[config.mk]
export PLATFORM = sky130hd
export DESIGN_NAME = bias_pingpong_buf
export DESIGN_NICKNAME = d
export VERILOG_FILES = /design/src/rtl/bias_pingpong_buf.sv
export SDC_FILE = /design/constraint.sdc
export NUM_CORES = 2
export LEC_CHECK = 0
export ABC_AREA = 1
export BUFFER_PORTS_ARGS = -buffer_cell sky130_fd_sc_hd__clkbuf_2
export CAP_MARGIN = 20
export CORE_MARGIN = 3
export CORE_UTILIZATION = 45
export DETAILED_ROUTE_END_ITERATION = 10
export HOLD_SLACK_MARGIN = 0.08
export PLACE_DENSITY = 0.58
export SETUP_SLACK_MARGIN = 0.1
export SYNTH_ARGS = -nofsm -noshare
export SYNTH_HDL_FRONTEND = slang
export SYNTH_SLANG_ARGS = --single-unit
[constraint.sdc]
create_clock -name clk -period 5.2 [get_ports clk]
set_input_delay 0.26 -clock clk [delete_from_list [all_inputs] [get_ports clk]]
set_output_delay 0.26 -clock clk [all_outputs]
set_load 0.005 [all_outputs]
[src/rtl/bias_pingpong_buf.sv]
// bias_pingpong_buf: double-buffered bias store; the shadow bank fills serially
// while the active bank returns NUM_CH sign-extended biases per registered read.
module bias_pingpong_buf #(
    parameter int IN_W   = 32,
    parameter int OUT_W  = 32,
    parameter int NUM_CH = 4,
    parameter int DEPTH  = 16
) (
    input  logic                        clk,
    input  logic                        rst_n,
    input  logic                        wr_valid,
    output logic                        wr_ready,
    input  logic [IN_W-1:0]             wr_data,
    input  logic                        wr_last,
    input  logic                        swap,
    output logic                        swap_err,
    input  logic                        rd_en,
    input  logic [$clog2(DEPTH)-1:0]    rd_grp,
    output logic [NUM_CH*OUT_W-1:0]     bias_out,
    output logic                        bias_vld,
    output logic                        rd_err,
    output logic [$clog2(DEPTH):0]      act_groups
);
    localparam int TOT = DEPTH * NUM_CH;
    localparam int AW  = $clog2(TOT);
    localparam int GW  = $clog2(DEPTH) + 1;

    typedef enum logic {FILL, FULL} state_t;

    state_t                  state_q, state_d;
    logic [AW:0]             cnt_q, cnt_d;
    logic                    act_q;
    logic [AW:0]             act_words_q;
    logic [GW-1:0]           act_groups_q;
    logic [GW-1:0]           sh_groups;
    logic [NUM_CH*OUT_W-1:0] bias_q, bias_d;
    logic                    bias_vld_q, rd_err_q, swap_err_q;
    logic                    wr_acc, swap_acc, in_rng;
    logic [AW-1:0]           idx [NUM_CH];
    logic [IN_W-1:0]         mem_q [2][TOT];

    assign wr_ready   = (state_q == FILL);
    assign wr_acc     = wr_valid && wr_ready;
    assign swap_acc   = swap && (state_q == FULL);
    assign sh_groups  = GW'((cnt_q + (AW+1)'(NUM_CH-1)) / (AW+1)'(NUM_CH));
    assign in_rng     = GW'(rd_grp) < act_groups_q;
    assign bias_out   = bias_q;
    assign bias_vld   = bias_vld_q;
    assign rd_err     = rd_err_q;
    assign swap_err   = swap_err_q;
    assign act_groups = act_groups_q;

    always_comb begin
        state_d = state_q;
        cnt_d   = cnt_q;
        if (swap_acc) begin
            state_d = FILL;
            cnt_d   = '0;
        end else if (wr_acc) begin
            cnt_d = cnt_q + 1'b1;
            if (cnt_q == (AW+1)'(TOT-1) || wr_last) state_d = FULL;
        end
    end

    // Words past the active bank's fill count read as zero, so a partial fill
    // never exposes stale data left from an earlier tile.
    always_comb begin
        bias_d = '0;
        for (int k = 0; k < NUM_CH; k++) begin
            idx[k] = AW'(rd_grp) * AW'(NUM_CH) + AW'(k);
            bias_d[k*OUT_W +: OUT_W] = (in_rng && {1'b0, idx[k]} < act_words_q)
                ? OUT_W'($signed(mem_q[act_q][idx[k]])) : '0;
        end
    end

    always_ff @(posedge clk) begin
        if (wr_acc) mem_q[!act_q][cnt_q[AW-1:0]] <= wr_data;
    end

    always_ff @(posedge clk or negedge rst_n) begin
        if (!rst_n) begin
            state_q      <= FILL;
            cnt_q        <= '0;
            act_q        <= 1'b0;
            act_words_q  <= '0;
            act_groups_q <= '0;
            bias_q       <= '0;
            bias_vld_q   <= 1'b0;
            rd_err_q     <= 1'b0;
            swap_err_q   <= 1'b0;
        end else begin
            state_q    <= state_d;
            cnt_q      <= cnt_d;
            swap_err_q <= swap && !swap_acc;
            bias_vld_q <= rd_en;
            rd_err_q   <= rd_en && !in_rng;
            if (rd_en) bias_q <= bias_d;
            if (swap_acc) begin
                act_q        <= !act_q;
                act_words_q  <= cnt_q;
                act_groups_q <= sh_groups;
            end
        end
    end
endmodule

==> results.txt <==
routability congestion estimate = 0.7874
Switching Fraction = 0.2999
synth-to-layout area growth = 12.80%
HP Class = in2reg
combinational power share = 0.193
crit path kind = reg2reg
Synth async-reset ratio = 0.03578
hold endpoint = bias_vld
Setup Skew = 63.52 ps
Mapped Nets = 14,135
dpl hpwl = 255,100 um
DRC = 0
initial antenna violation count = 17
Pint = 0.06043 W
largest net degree at the start of global routing = 204
Adder-Cell Fraction of Synth Area = 0.0007361
Layout Nets = 14,172
maxcap violations = 0
r2r endpoint = mem_q[1][1545]
Lkg Pwr = 68.42 nW
first-pass GRT wire length = 714,700 um
die area = 385,100 um2
setup bufs post-CTS = 0
Worst-path clk slew = 60 ps
H-Tree Depth = 5
GR Util All Layers = 0.2501
RSZ-0062 raised after global routing = no
crit share post-route = 0.7163
CTS Buf Count = 443
Port-buffer cells = 178
Vias/cell = 5.596
cells on worst reg2reg path = 8
Clock power frac = 0.365
YS warnings = 0
worst slew pin tran = 1321 ps
fraction of layout cells with a size suffix above 1 = 0.08729
cells along the critical path = inv_2, nand2_1, inv_2, nand2_1, nor2_2, nand2_1, nor2_4, buf_4
Rel. slew slack = 0.1195
largest family of logic cells by synthesized area = simple AND/OR/NAND/NOR gates
CP max stage delay = 850 ps
post-synthesis xor/xnor area fraction = 0.0001031
Synth top area share = 0.7236
Simple-Gate Fraction of Synth Area = 0.2222
Fin. Hold Viols = 0
core area = 375,800 um2
Initial Util = 0.4523
DR WL/cell = 25.11 um
vias in the first global route = 103,094
Worst setup EP type = flop
clk sinks = 4,248
CTS Buffer Depth = 4
status = completed
Ports = 179
post-synthesis sequential area ratio = 0.7460
footprint of the multi-input gates = 39,060 um2
WP data required = 5860 ps
post_cts resized = 0
Post-Route WL = 489,800 um
initial drt markers = 12,115
TritonCTS clock tree = yes
pwr/cell area = 450.2 nW/um2
critical path buffer and inverter count = 3
most frequent CP cell = nand2_1
largest fanout on the critical path = 28
grt ovf = 0
fmax = 0.2685 GHz
largest area contributor in the netlist = edfxtp_1
via count = 109,152
post-synthesis cell count = 14,083
TritonRoute pass-1 iters = 6
fin crit period = 3725 ps
die width = 620.6 um
root buf cell = clkbuf_16
Post-synth top cells = 4,864 x nand2_1, 4,096 x edfxtp_1, 3,752 x nand3_1
worst vdd ir = 0.0008188 V
compound-cell area share of the yosys netlist = 0.001244
R2R setup slack = 1480 ps
DRT antenna net count = 0
die height = 620.6 um
post-synth cell types = 30
post-synthesis mux area share = 0
ys flop type = edfxtp_1
worst r2r src = state_q
setup_tns = 0 ps
post-synthesis cell area = 170,000 um2
Reg power frac = 0.442
fillers = 32,110
Post-CTS Hold Buffers = 44
Rows = 225
hold path cells = 2
clk_lat worst skew = 980 ps
Avg Cell Area, Syn = 12.07 um2
NetSw = 0.02588 W
fin. max-slew vios = 0
most frequent cell after synthesis = nand2_1
Yosys reg bits = 4,248
hold path start = rd_en
number of synthesized flops with an enable pin = 4,096
Setup Viol. Count Final = 0
Core Util, Final = 0.5102
delay-heaviest family, CP = simple AND/OR/NAND/NOR gates
CP startpoint kind = flop
flip-flop and latch area = 126,800 um2
Critical Path AT = 4390 ps
Synth area leaders = edfxtp_1 72%, nand3_1 11%, nand2_1 11%
critical path's slowest cell = nor2_2
-- flip-flops by register name, summed over array words and instances (netlist names) --
signal and flops:
act_words_q 7, act_groups 5, state_q 1, cnt_q 7, swap_err 1, act_q 1
mem_q 4096, bias_vld 1, bias_out 128, rd_err 1
-- placed cells by master (no fill, tap or decap), types with 71 or more instances in the layout --
master     instances
buf_12            71
buf_4            250
clkbuf_1         112
clkbuf_16        449
clkbuf_2         141
clkinv_1          79
dfrtp_1          151
edfxtp_1        4096
nand2_1         4864
nand3_1         3752
nor2_4           102
-- power groups by stage --
stage / sequential, W / clock (W) / combinational [W]
finish: 0.0381 / 0.0315 / 0.0166
global route: 0.0382 / 0.0334 / 0.0185
CTS: 0.0381 / 0.0319 / 0.0166
detailed placement: 0.0389 / 0 / 0.0165
global placement: 0.0389 / 0 / 0.0164
floorplan: 0.0387 / 0 / 0.0119
-- logic make-up (layout without fill, tap and decap cells) --
group / count (synthesis) / in the layout
fa+ha+maj: 10 / 10
simple gates: 8791 / 8791
xor+xnor: 2 / 2
flops: 4248 / 4248
compound gates: 38 / 38
other cells: 0 / 7
buf+inv: 994 / 1415
-- per-layer routing --
metal	track usage	vias to the layer above	routed length, um
li1	-	49967	-
met1	0.3571	54334	208000
met2	0.4052	4223	232900
met3	0.03024	628	34480
met4	0.07102	0	14400
met5	0	-	0
-- worst reg2reg max path, stage by stage, from the launching register on --
cell and delay [ps]:
dfrtp_1 400, inv_2 70, nand2_1 240, inv_2 220, nand2_1 160, nor2_2 850, nand2_1 330, nor2_4 840
buf_4 290
-- worst max-delay path by stage --
stage          depth (start not counted)             end  startpoint  slack (ps)
3_3_place_gp                           8  mem_q[1][1545]    wr_valid        1390
3_5_place_dp                           8  mem_q[1][1545]    wr_valid        1340
2_1_floorplan                          7  mem_q[1][1952]       act_q        1230
4_1_cts                                8  mem_q[1][1545]     state_q        1430
5_1_grt                                8  mem_q[1][1545]     state_q        1270
6_report                               8  mem_q[1][1545]     state_q        1480
-- cell type report --
type,count,share of cell area
Antenna cell,7,0.00009136
Multi-Input combinational cell,8841,0.2037
Sequential cell,4248,0.6614
Inverter,66,0.001644
Timing Repair Buffer,520,0.02476
Clock buffer,602,0.06374
Tap cell,4994,0.03259
Clock inverter,227,0.01211
-- stage by stage --
| stage | power (W) | std cells | area [um2] | hold WS, ps | setup slack [ps] |
|---|---|---|---|---|---|
| after floorplan | 0.05060 | 14083 | 170000 | -35.59 | 1234 |
| after global placement | 0.05526 | 18604 | 176300 | 398.4 | 1394 |
| after detailed placement | 0.05541 | 18618 | 176600 | 399.2 | 1343 |
| after CTS | 0.08673 | 19491 | 191600 | 121.8 | 1433 |
| after global routing | 0.09000 | 19499 | 191700 | 156.2 | 1273 |
| final | 0.08632 | 19505 | 191700 | 195.0 | 1475 |
No activity file was read; power rests on OpenSTA's default activity.
